### src/rtl/alu_pkg.sv
// Shared ALU definitions: operation codes common to the ALU decoder
// and the execute stage.
package alu_pkg;

    typedef enum logic [3:0] {
        ALU_AND  = 4'b0000,
        ALU_OR   = 4'b0001,
        ALU_XOR  = 4'b0010,
        ALU_XNOR = 4'b0011,
        ALU_ADD  = 4'b0100,
        ALU_SUB  = 4'b1100,
        ALU_SLT  = 4'b1101
    } alu_op_e;

    localparam int ALU_OP_W = 4;
    localparam int RD_W     = 5;

endpackage

### src/rtl/alu_core.sv
// Combinational ALU datapath: result, signed overflow and illegal-op
// detection for one operation.
module alu_core
    import alu_pkg::*;
#(
    parameter int WIDTH = 32
) (
    input  logic [ALU_OP_W-1:0] op_i,
    input  logic [WIDTH-1:0]    a_i,
    input  logic [WIDTH-1:0]    b_i,
    output logic [WIDTH-1:0]    result_o,
    output logic                ovf_o,
    output logic                illegal_o
);

    logic [WIDTH:0] a_x;
    logic [WIDTH:0] b_x;
    logic [WIDTH:0] sum;
    logic [WIDTH:0] diff;

    // One extra sign bit: overflow is a mismatch of the top two bits,
    // and the top bit of the difference is the exact signed compare.
    assign a_x  = {a_i[WIDTH-1], a_i};
    assign b_x  = {b_i[WIDTH-1], b_i};
    assign sum  = a_x + b_x;
    assign diff = a_x - b_x;

    always_comb begin
        result_o  = '0;
        ovf_o     = 1'b0;
        illegal_o = 1'b0;
        unique case (op_i)
            ALU_AND:  result_o = a_i & b_i;
            ALU_OR:   result_o = a_i | b_i;
            ALU_XOR:  result_o = a_i ^ b_i;
            ALU_XNOR: result_o = ~(a_i ^ b_i);
            ALU_ADD: begin
                result_o = sum[WIDTH-1:0];
                ovf_o    = sum[WIDTH] ^ sum[WIDTH-1];
            end
            ALU_SUB: begin
                result_o = diff[WIDTH-1:0];
                ovf_o    = diff[WIDTH] ^ diff[WIDTH-1];
            end
            ALU_SLT:  result_o = {{(WIDTH-1){1'b0}}, diff[WIDTH]};
            default:  illegal_o = 1'b1;
        endcase
    end

endmodule

### src/rtl/alu_exec.sv
// ALU execute stage: valid/ready handshake around alu_core with a
// single output register toward MEM.
module alu_exec
    import alu_pkg::*;
#(
    parameter int WIDTH = 32
) (
    input  logic                clk,
    input  logic                rst_n,
    input  logic                In_Valid,
    output logic                In_Ready,
    input  logic [ALU_OP_W-1:0] ALU_Op,
    input  logic [WIDTH-1:0]    Src_A,
    input  logic [WIDTH-1:0]    Src_B,
    input  logic [RD_W-1:0]     Rd_In,
    input  logic                Flush,
    output logic                Out_Valid,
    input  logic                Out_Ready,
    output logic [WIDTH-1:0]    Result,
    output logic                Zero,
    output logic                Ovf,
    output logic                Illegal,
    output logic [RD_W-1:0]     Rd_Out
);

    logic [WIDTH-1:0] core_res;
    logic             core_ovf;
    logic             core_ill;
    logic             take;

    logic             valid_q, valid_d;
    logic [WIDTH-1:0] res_q;
    logic             zero_q, ovf_q, ill_q;
    logic [RD_W-1:0]  rd_q;

    alu_core #(.WIDTH(WIDTH)) u_core (
        .op_i      (ALU_Op),
        .a_i       (Src_A),
        .b_i       (Src_B),
        .result_o  (core_res),
        .ovf_o     (core_ovf),
        .illegal_o (core_ill)
    );

    assign In_Ready = !valid_q || Out_Ready;
    assign take     = In_Valid && In_Ready && !Flush;

    // Flush wins over capture and over a stalled result.
    always_comb begin
        valid_d = valid_q;
        if (Flush)
            valid_d = 1'b0;
        else if (take)
            valid_d = 1'b1;
        else if (Out_Ready)
            valid_d = 1'b0;
    end

    always_ff @(posedge clk or negedge rst_n) begin
        if (!rst_n) begin
            valid_q <= 1'b0;
            res_q   <= '0;
            zero_q  <= 1'b0;
            ovf_q   <= 1'b0;
            ill_q   <= 1'b0;
            rd_q    <= '0;
        end else begin
            valid_q <= valid_d;
            if (take) begin
                res_q  <= core_res;
                zero_q <= (core_res == '0);
                ovf_q  <= core_ovf;
                ill_q  <= core_ill;
                rd_q   <= Rd_In;
            end
        end
    end

    assign Out_Valid = valid_q;
    assign Result    = res_q;
    assign Zero      = zero_q;
    assign Ovf       = ovf_q;
    assign Illegal   = ill_q;
    assign Rd_Out    = rd_q;

endmodule

### config.mk
export PLATFORM = sky130hd
export DESIGN_NAME = alu_exec
export DESIGN_NICKNAME = d
export VERILOG_FILES = /design/src/rtl/alu_pkg.sv /design/src/rtl/alu_core.sv /design/src/rtl/alu_exec.sv
export SDC_FILE = /design/constraint.sdc
export NUM_CORES = 1
export LEC_CHECK = 0
export BUFFER_PORTS_ARGS = -buffer_cell sky130_fd_sc_hd__buf_2
export CAP_MARGIN = 20
export CELL_PAD_IN_SITES_DETAIL_PLACEMENT = 1
export CELL_PAD_IN_SITES_GLOBAL_PLACEMENT = 2
export CORE_MARGIN = 5
export CORE_UTILIZATION = 30
export CTS_CLUSTER_SIZE = 30
export DETAILED_ROUTE_END_ITERATION = 10
export GPL_ROUTABILITY_DRIVEN = 0
export GPL_TIMING_DRIVEN = 0
export PLACE_DENSITY_LB_ADDON = 0.15
export SYNTH_ARGS = -nofsm -noshare
export SYNTH_HDL_FRONTEND = slang
export SYNTH_SLANG_ARGS = --single-unit
### constraint.sdc
create_clock -name clk -period 2.7 [get_ports clk]
set_clock_uncertainty 0.2 [all_clocks]
set_input_delay 0.405 -clock clk [delete_from_list [all_inputs] [get_ports clk]]
set_output_delay 0.405 -clock clk [all_outputs]
set_load 0.05 [all_outputs]
==> results.json <==
{
  "hold_violations": 0,
  "placed_area_um2": 8880,
  "via_count": 9052,
  "start_util": 0.303,
  "synth_fp_nets": 1234,
  "cts-root-buf": "clkbuf_16",
  "critPathLaunchType": "primary input",
  "drt-pass1-iter-count": 5,
  "yosysTopAreaCell": "ha_1",
  "critPathMaxFanout": 3,
  "synth-edff-count": 0,
  "dieWidth_um": 169,
  "portBuffers": 117,
  "grt_first_pass_wirelength_mm": 55.2,
  "first_iter_violations": 629,
  "clk_latency_ns": 0.28,
  "synth_cells": 1057,
  "drcViolationCount": 0,
  "tritoncts": "built",
  "pin_count": 120,
  "path_class": "primary input to flip-flop",
  "period_needed_ns": 3.77,
  "max-cap-violations": 0,
  "p_leak_nw": 4.61,
  "synth.distinct_cells": 95,
  "synthTopCellsByArea": "ha_1, dfrtp_1, a21oi_1, o21ai_0, nand2_1",
  "end_kind": "flip-flop",
  "synthToLayoutAreaGrowth_pct": 37.3,
  "h-tree-depth": 2,
  "dieArea_um2": 28600,
  "power.density_nw_per_um2": 367,
  "layout.cells.non_filler": 1552,
  "grt_usage": 0.247,
  "die_h_um": 169,
  "rsz0062_at_grt": "true",
  "avgSynthCellArea_um2": 7.18,
  "synth-seq-area-share": 0.135,
  "layout.nets": 1399,
  "maxSlewHeadroom": 0.353,
  "stdcell_area_um2": 10400,
  "hold_ws_ns": 0.0759,
  "antenna_found_initial": 0,
  "synth_seq_cells": 41,
  "tightestPinTransition_ns": 0.971,
  "drive_gt1_frac": 0.329,
  "grt.overflow.total": 0,
  "final_core_util": 0.416,
  "dpl.hpwl_mm": 28.6,
  "synth_area_um2": 7590,
  "wl_mm": 37.0,
  "num_rows": 58,
  "cts.sinks": 41,
  "clk_path_buf_depth": 2,
  "dp.cells": 1506,
  "min_period_over_period": 1.40,
  "ys_warn_count": 0,
  "grt_pass1_vias": 9115,
  "cp_data_arrival_time_ns": 3.75,
  "cts_hold_buf": 0,
  "cp_data_required_time_ns": 2.68,
  "yosysTopAreaCellShare": 0.160,
  "finalSetupViolCount": 21,
  "setup_slack_ns": -1.07,
  "clock.fmax_mhz": 265,
  "violations": "negative setup slack",
  "min_path_type": "primary input to asynchronous set/reset pin",
  "synthArstFlopShare": 1.00,
  "vias_per_cell": 5.83,
  "peakVddDrop_mv": 0.303,
  "synth_ff_type": "dfrtp_1",
  "core-area_um2": 25000,
  "status": "complete, but fails checks",
  "grt_max_degree": 42,
  "drv_slew": 0,
  "numCtsBuffers": 5,
  "routedWlPerCell_um": 23.8,
  "diodes": 0,
  "cts.clk_slew.worst_paths_ns": 0.06,
  "postRouteAntennaNets": 0
}
-- metrics by stage --
step	setup WS (ns)	setup TNS, ns	power, W
after floorplan	-0.826	-3.60	0.00214
after global placement	-1.99	-34.45	0.00279
after detailed placement	-2.02	-32.92	0.00281
after CTS	-1.03	-7.69	0.00367
after global routing	-1.21	-10.32	0.00402
final	-1.07	-8.70	0.00382
-- power breakdown --
part	total (W)	switching (W)	internal [W]
Sequential	0.000743	0.0000528	0.000690
Clock	0.000596	0.000232	0.000363
Combinational	0.00249	0.00161	0.000875
Total	0.00382	0.00190	0.00193
-- cell families after synthesis --
logic type,count (synthesis),share of synthesized area
buffers and inverters,170,0.0901
AO/OA/AOI/OAI,392,0.348
XOR/XNOR,15,0.0183
AND/OR/NAND/NOR,303,0.194
multiplexers,37,0.0491
flip-flops,41,0.135
adder cells (fa/ha/maj),99,0.165
-- sequential cells by signal, indices dropped and copies added (netlist names) --
name and flops:
Result 32, Zero 1, Illegal 1, Rd_Out 5, Out_Valid 1, Ovf 1
-- critical path, cell delays in order --
cell and delay (ns):
buf_12 0.10, ha_4 0.15, inv_4 0.03, fa_2 0.38, and2b_2 0.26, o2111ai_4 0.18
a2111o_1 0.47, nand2_2 0.12, o221ai_2 0.09, a222oi_1 0.36, buf_4 0.19, and3b_1 0.16
nand4_1 0.09, or4b_4 0.57, o41ai_2 0.20
-- cells in the final DEF (no fill, tap or decap), drive strengths merged, types with 4 or more instances in the layout --
| cell | synthesis | layout |
|---|---|---|
| and3 | 4 | 4 |
| o22ai | 7 | 7 |
| a21oi | 117 | 117 |
| inv | 101 | 101 |
| a21boi | 4 | 4 |
| o21bai | 11 | 11 |
| or4 | 7 | 7 |
| o31a | 8 | 8 |
| nor2b | 12 | 12 |
| o31ai | 16 | 16 |
| xnor2 | 12 | 12 |
| o311ai | 8 | 8 |
| o221ai | 4 | 4 |
| o21ai | 85 | 85 |
| o21a | 10 | 10 |
| mux2i | 35 | 35 |
| nand3 | 20 | 20 |
| ha | 97 | 97 |
| nor4 | 17 | 17 |
| a31oi | 13 | 13 |
| nand2b | 7 | 7 |
| o2111ai | 6 | 6 |
| nand4 | 14 | 14 |
| nor2 | 77 | 77 |
| a221oi | 6 | 6 |
| nand2 | 97 | 97 |
| nor3 | 23 | 23 |
| a21o | 10 | 10 |
| dfrtp | 41 | 41 |
| a211oi | 18 | 18 |
| or2 | 6 | 6 |
| clkbuf | 41 | 49 |
| buf | 27 | 184 |
| a22o | 10 | 10 |
| o211ai | 13 | 13 |
-- cell type report --
cell class	count	area [µm²]
multi-input combinational	846	6980
sequential	41	1030
fill	3065	14600
tap	330	413
inverter	102	443
clock buffer	7	143
timing repair buffer	162	1050
buffer	64	374
-- final timing paths --
| check | startpoint | cells past startpoint | slack [ns] | end |
|---|---|---|---|---|
| min | rst_n | 1 | 0.08 | Ovf$_DFFE_PN0P_ |
| min in group clk | Flush | 2 | 0.11 | Out_Valid$_DFFE_PN0P_ |
| max in group asynchronous | rst_n | 1 | 1.61 | Result[8]$_DFFE_PN0P_ |
| max reg2reg | Out_Valid$_DFFE_PN0P_ | 12 | -0.76 | Zero$_DFFE_PN0P_ |
| max | Src_A[0] | 15 | -1.07 | Zero$_DFFE_PN0P_ |
| min reg2reg | Rd_Out[2]$_DFFE_PN0P_ | 2 | 0.27 | Rd_Out[2]$_DFFE_PN0P_ |
-- synth_stat cells (11+ instances only) --
library cell / n
a211oi_1: 17
a21oi_1: 113
a31oi_1: 11
buf_2: 19
clkbuf_1: 41
dfrtp_1: 41
ha_1: 97
inv_1: 94
mux2i_1: 35
nand2_1: 96
nand3_1: 20
nand4_1: 14
nor2_1: 76
nor2b_1: 12
nor3_1: 23
nor4_1: 15
o211ai_1: 13
o21ai_0: 73
o21bai_1: 11
o31ai_1: 15
xnor2_1: 11
-- layer usage --
metal	up-vias	share of wire	track usage
li1	4177	-	-
met4	0	0.019	0.0476
met1	4520	0.46	0.341
met2	307	0.46	0.414
met5	-	0	0
met3	48	0.063	0.0334
-- repair_timing --
action,CTS,global route
gates resized for setup,172,92
cloned,0,0
setup endpoints to repair,34,24
pin swaps,58,35
buffers inserted,26,20
No activity file was read; power rests on OpenSTA's default activity.
